### src/rtl/mem_arb_pkg.sv
// Shared types for the instruction/data memory arbiter: FSM states, owner tags
// and the fixed transfer size used by instruction fetches.
package mem_arb_pkg;

    typedef enum logic [1:0] {
        IDLE   = 2'd0,
        ACCESS = 2'd1,
        WAIT   = 2'd2,
        RESP   = 2'd3
    } arb_state_e;

    typedef enum logic {
        OWN_IF = 1'b0,
        OWN_D  = 1'b1
    } owner_e;

    localparam logic [2:0] XFER_WORD = 3'b010;
    localparam int         CNT_W     = 3;

endpackage

### src/rtl/mem_arbiter_rr_arb2.sv
// Two-way round-robin arbiter: a lone requester always wins, a tie goes to the
// requester that did not win the previous grant.
module rr_arb2
    import mem_arb_pkg::*;
(
    input  logic   clk_i,
    input  logic   rst_i,
    input  logic   req_if_i,
    input  logic   req_d_i,
    input  logic   grant_en_i,
    output logic   gnt_valid_o,
    output owner_e gnt_owner_o
);

    owner_e last_q;

    always_comb begin
        gnt_valid_o = req_if_i | req_d_i;
        gnt_owner_o = OWN_IF;
        if (req_if_i && req_d_i) begin
            gnt_owner_o = (last_q == OWN_IF) ? OWN_D : OWN_IF;
        end else if (req_d_i) begin
            gnt_owner_o = OWN_D;
        end
    end

    // Resetting to OWN_IF makes the data port win the first tie.
    always_ff @(posedge clk_i or posedge rst_i) begin
        if (rst_i) begin
            last_q <= OWN_IF;
        end else if (grant_en_i && gnt_valid_o) begin
            last_q <= gnt_owner_o;
        end
    end

endmodule

### src/rtl/mem_arbiter.sv
// Shares one memory port between an instruction-fetch and a data requester.
// Handshake: a requester holds req and arguments until its one-cycle valid/done pulse.
module mem_arbiter
    import mem_arb_pkg::*;
#(
    parameter int MEM_LAT = 1
) (
    input  logic        CLK,
    input  logic        Reset,
    input  logic        if_req,
    input  logic [31:0] if_addr,
    output logic [31:0] if_rdata,
    output logic        if_valid,
    output logic        if_stall,
    input  logic        d_req,
    input  logic        d_wr,
    input  logic [31:0] d_addr,
    input  logic [31:0] d_wdata,
    input  logic [2:0]  d_type,
    output logic [31:0] d_rdata,
    output logic        d_done,
    output logic        d_stall,
    output logic [31:0] m_addr,
    output logic [31:0] m_wdata,
    output logic [2:0]  m_type,
    output logic        m_rd_en,
    output logic        m_wr_en,
    input  logic [31:0] m_rdata,
    output arb_state_e  dbg_state
);

    localparam logic [CNT_W-1:0] LAST_CNT = CNT_W'(MEM_LAT - 1);

    arb_state_e       state_q, state_d;
    owner_e           owner_q, owner_d;
    logic [31:0]      addr_q, addr_d;
    logic [31:0]      wdata_q, wdata_d;
    logic [2:0]       type_q, type_d;
    logic             wr_q, wr_d;
    logic [CNT_W-1:0] cnt_q, cnt_d;
    logic [31:0]      if_rdata_q, if_rdata_d;
    logic [31:0]      d_rdata_q, d_rdata_d;

    logic   grant_en;
    logic   gnt_valid;
    owner_e gnt_owner;

    rr_arb2 u_rr_arb2 (
        .clk_i       (CLK),
        .rst_i       (Reset),
        .req_if_i    (if_req),
        .req_d_i     (d_req),
        .grant_en_i  (grant_en),
        .gnt_valid_o (gnt_valid),
        .gnt_owner_o (gnt_owner)
    );

    always_comb begin
        state_d    = state_q;
        owner_d    = owner_q;
        addr_d     = addr_q;
        wdata_d    = wdata_q;
        type_d     = type_q;
        wr_d       = wr_q;
        cnt_d      = cnt_q;
        if_rdata_d = if_rdata_q;
        d_rdata_d  = d_rdata_q;
        grant_en   = 1'b0;
        case (state_q)
            IDLE: begin
                if (gnt_valid) begin
                    grant_en = 1'b1;
                    owner_d  = gnt_owner;
                    state_d  = ACCESS;
                    if (gnt_owner == OWN_D) begin
                        addr_d  = d_addr;
                        wdata_d = d_wdata;
                        type_d  = d_type;
                        wr_d    = d_wr;
                    end else begin
                        addr_d  = if_addr;
                        wdata_d = '0;
                        type_d  = XFER_WORD;
                        wr_d    = 1'b0;
                    end
                end
            end
            ACCESS: begin
                cnt_d   = '0;
                state_d = wr_q ? RESP : WAIT;
            end
            WAIT: begin
                // Memory data is valid in the final latency cycle only.
                if (cnt_q == LAST_CNT) begin
                    if (owner_q == OWN_D) begin
                        d_rdata_d = m_rdata;
                    end else begin
                        if_rdata_d = m_rdata;
                    end
                    state_d = RESP;
                end else begin
                    cnt_d = cnt_q + 1'b1;
                end
            end
            RESP: begin
                state_d = IDLE;
            end
            default: begin
                state_d = IDLE;
            end
        endcase
    end

    always_ff @(posedge CLK or posedge Reset) begin
        if (Reset) begin
            state_q    <= IDLE;
            owner_q    <= OWN_IF;
            addr_q     <= '0;
            wdata_q    <= '0;
            type_q     <= '0;
            wr_q       <= 1'b0;
            cnt_q      <= '0;
            if_rdata_q <= '0;
            d_rdata_q  <= '0;
        end else begin
            state_q    <= state_d;
            owner_q    <= owner_d;
            addr_q     <= addr_d;
            wdata_q    <= wdata_d;
            type_q     <= type_d;
            wr_q       <= wr_d;
            cnt_q      <= cnt_d;
            if_rdata_q <= if_rdata_d;
            d_rdata_q  <= d_rdata_d;
        end
    end

    // Memory-side outputs decode from state so reset drops them without a clock.
    assign m_addr  = (state_q == ACCESS) ? addr_q  : '0;
    assign m_wdata = (state_q == ACCESS) ? wdata_q : '0;
    assign m_type  = (state_q == ACCESS) ? type_q  : '0;
    assign m_rd_en = (state_q == ACCESS) && !wr_q;
    assign m_wr_en = (state_q == ACCESS) && wr_q;

    assign if_valid  = (state_q == RESP) && (owner_q == OWN_IF);
    assign d_done    = (state_q == RESP) && (owner_q == OWN_D);
    assign if_stall  = if_req && !if_valid;
    assign d_stall   = d_req && !d_done;
    assign if_rdata  = if_rdata_q;
    assign d_rdata   = d_rdata_q;
    assign dbg_state = state_q;

endmodule

### config.mk
export PLATFORM = sky130hd
export DESIGN_NAME = mem_arbiter
export DESIGN_NICKNAME = d
export VERILOG_FILES = /design/src/rtl/mem_arb_pkg.sv /design/src/rtl/mem_arbiter_rr_arb2.sv /design/src/rtl/mem_arbiter.sv
export SDC_FILE = /design/constraint.sdc
export NUM_CORES = 1
export LEC_CHECK = 0
export BUFFER_PORTS_ARGS = -buffer_cell sky130_fd_sc_hd__buf_2
export CELL_PAD_IN_SITES_DETAIL_PLACEMENT = 1
export CELL_PAD_IN_SITES_GLOBAL_PLACEMENT = 2
export CORE_MARGIN = 1.5
export CORE_UTILIZATION = 31
export DETAILED_ROUTE_END_ITERATION = 6
export GPL_TIMING_DRIVEN = 0
export HOLD_SLACK_MARGIN = 0.02
export PLACE_DENSITY_LB_ADDON = 0.1
export SETUP_SLACK_MARGIN = 0.4
export SYNTH_ARGS = -nofsm -noshare
export SYNTH_HDL_FRONTEND = slang
export SYNTH_SLANG_ARGS = --single-unit
export TNS_END_PERCENT = 50
### constraint.sdc
create_clock -name CLK -period 12.8 [get_ports CLK]
set_clock_uncertainty 0.2 [all_clocks]
set_input_delay 0.64 -clock CLK [delete_from_list [all_inputs] [get_ports CLK]]
set_output_delay 0.64 -clock CLK [all_outputs]
set_load 0.005 [all_outputs]
==> summary.txt <==
Timing
  – Final Hold Viols: 0
  – Fin crit period: 2.95 ns
  – Final Cycle Share: 23.0%
  – Slew of the pin with the lowest slew margin: 0.648 ns
  – Slew headroom: 56.8%
  – PnR worst setup slack: 9.85 ns
  – Max Freq: 339 MHz
  – Final-report setup violation count: 0
  – Worst hold slack: 0.120 ns
  – Setup repair after global routing missed its margin: no
  – Fin. max-slew vios: 0
  – Setup TNS: 0 ns

Routing
  – Initial drt markers: 103
  – Vias/cell: 4.53
  – Via count: 4741
  – Routed length per instance: 16.5 µm
  – # DRC: 0
  – Antenna-violating nets left: 0
  – Overall routed net length: 17.3 mm
  – DR pass1 iterations: 4

Layout
  – Most common cell after layout, fill and taps aside: buf_2
  – Fill cell count: 2138
  – Most frequent cells in the layout: buf_2, dfrtp_1, and2_1
  – Reg area: 3450 µm²
  – Nets: 915
  – Multi-input logic area: 2360 µm²
  – Layout cell share with drive strength beyond 1: 49.7%
  – Area growth, synth to finish: 38.8%

Synthesis
  – Post-Synth Simple-Gate Area: 11.0%
  – Avg Inst Size Synth: 12.6 µm²
  – Synth Register Bits: 138
  – Synth cell types: 30
  – Syn Std Cell Area: 6020 µm²
  – Compound-cell area share of the yosys netlist: 8.92%
  – Synthesized-area fraction occupied by adder cells: 1.46%
  – Syn Inst Count: 478
  – Largest family of logic cells by synthesized area: multiplexers
  – Sequential share of the synthesized area: 57.4%
  – Mapped Nets: 621
  – XOR/XNOR share of the synthesized area: 0%
  – Mux cell area share after synthesis: 17.8%
  – Yosys warnings: 0

Clock network
  – Clock net sink count: 138
  – Clk pin slew, worst setup/hold paths: 0.06 ns
  – Max clock buf depth: 2
  – Cts hold-fix bufs: 0
  – # H-tree levels: 4
  – Worst-Skew Late Latency: 0.41 ns
  – TritonCTS clock tree: built
  – PostCTS Resize Cnt: 0
  – Post-CTS setup buffers: 0
  – CTS root buf: clkbuf_16
  – TritonCTS buffer count: 17

Global routing
  – Largest net degree at the start of global routing: 72
  – Initial antenna violation count: 3
  – Grt total ovfl: 0
  – Vias in the first global route: 5156
  – Gr usage total: 17.7%
  – First-pass GRT wire length: 27.3 mm

Floorplanning
  – Io pins: 275
  – Initial Util: 31.9%
  – Core area: 18900 µm²
  – DIE WIDTH: 142 µm
  – Die area: 20300 µm²
  – Die height: 142 µm
  – Cell Rows: 50

Job
  – Max_cap viols: 0

Power and ir drop
  – Leakage power: 4.36 nW
  – Power Density: 236 nW/µm²
  – Worst VDD drop: 0.0000947 V

Worst setup path
  – Critical Path End Type: primary output
  – Kind of critical path: reg -> out
  – CP max FO: 10
  – WP data arrival: 2.11 ns
  – Worst EP required: 11.96 ns
  – CP startpoint kind: flip-flop

Placement
  – Place WS: 10.19 ns
  – Placer Congestion: 0.754
  – Port bufs: 274
  – Estimated wirelength of the detail-placed design: 13.2 mm

Run status
  – Outcome: completed

Worst hold path
  – Worst min path class: in -> async
-- per-stage QoR --
step / power (W) / cells / instance area [µm²] / util (%)
floorplan: 0.00116 / 478 / 6020 / -
global placement: 0.00147 / 1012 / 7710 / 40.8
detailed placement: 0.00150 / 1013 / 7750 / 41.0
CTS: 0.00201 / 1045 / 8350 / 44.2
global route: 0.00212 / 1046 / 8350 / 44.2
finish: 0.00197 / 1046 / 8350 / 44.2
-- kinds of logic (layout without fill, tap and decap cells) --
logic type / count (synthesis) / after routing
AOI/OAI and AO/OA: 77 / 77
adders and majority gates: 7 / 7
buffers and inverters: 39 / 346
DFF: 138 / 138
muxes: 99 / 99
other: 0 / 1
and+or+nand+nor: 118 / 118
-- path summary, 6_finish.rpt --
path / from / end / slack [ns] / depth (start not counted)
worst min-delay path: Reset / if_rdata[23] / 0.12 / 2
worst min register to register: addr_q[5] / addr_q[5] / 0.28 / 2
worst max register to register: dbg_state[0] / if_rdata[1] / 10.60 / 7
min in group CLK: d_wdata[11] / wdata_q[11] / 0.24 / 2
max in group asynchronous: Reset / dbg_state[0] / 11.49 / 3
worst max-delay path: dbg_state[1] / m_addr[5] / 9.85 / 5
-- where the power goes --
group	internal (W)	switching (W)
combinational	0.000384	0.000354
sequential	0.000637	0.0000975
clock	0.000297	0.000202
-- metal layers --
| metal | GRT usage, % | part of all wire (%) | vias up |
|---|---|---|---|
| li1 | - | - | 2240 |
| met1 | 21.0 | 41 | 2307 |
| met2 | 30.3 | 50 | 174 |
| met3 | 5.79 | 7.3 | 18 |
| met4 | 5.70 | 1.3 | 2 |
| met5 | 0 | 0.075 | - |
-- critical path, cell delays in order (launching register included) --
cell and delay (ns):
dfrtp_1 0.44, inv_1 0.14, ha_1 0.42, clkbuf_1 0.38, and2_1 0.21, buf_2 0.12
-- state kept, by name, indices dropped and copies added, names as in the netlist --
signal / cells
type_q: 3
if_rdata: 32
dbg_state: 2
wdata_q: 32
addr_q: 32
cnt_q: 3
d_rdata: 32
wr_q: 1
owner_q: 1
-- cell type report --
type,count,area share [%]
flip-flops and latches,138,41.4
multi-input cells,301,28.3
repair buffers,275,16.8
clock buffers,19,5.30
well taps,260,3.90
plain buffers,32,2.13
clock inverters,13,1.89
inverters,7,0.375
diodes,1,0.0300
-- synthesized netlist by cell type --
cell | count | area, µm²
mux2i_1 | 34 | 340
nor2b_1 | 5 | 31.3
nand2b_1 | 2 | 12.5
a22o_1 | 35 | 307
o21a_1 | 1 | 7.51
and2_1 | 69 | 432
dfrtp_1 | 138 | 3450
a221o_1 | 1 | 10.0
a21oi_1 | 1 | 5.00
nor2_2 | 1 | 6.26
nor2_1 | 3 | 11.3
a21bo_1 | 1 | 10.0
ha_1 | 7 | 87.6
buf_2 | 7 | 35.0
nand3b_1 | 1 | 7.51
buf_4 | 7 | 52.6
o21ai_1 | 30 | 150
a21o_1 | 1 | 7.51
mux2_1 | 1 | 11.3
buf_6 | 3 | 33.8
nand3_1 | 2 | 10.0
nand4b_1 | 1 | 8.76
inv_1 | 7 | 26.3
nor2_8 | 1 | 20.0
nand2_1 | 32 | 120
clkbuf_1 | 15 | 56.3
mux2_2 | 64 | 721
nor3_1 | 1 | 5.00
o21ai_0 | 5 | 25.0
a22oi_1 | 2 | 15.0
Power figures use the tool's default switching activity.
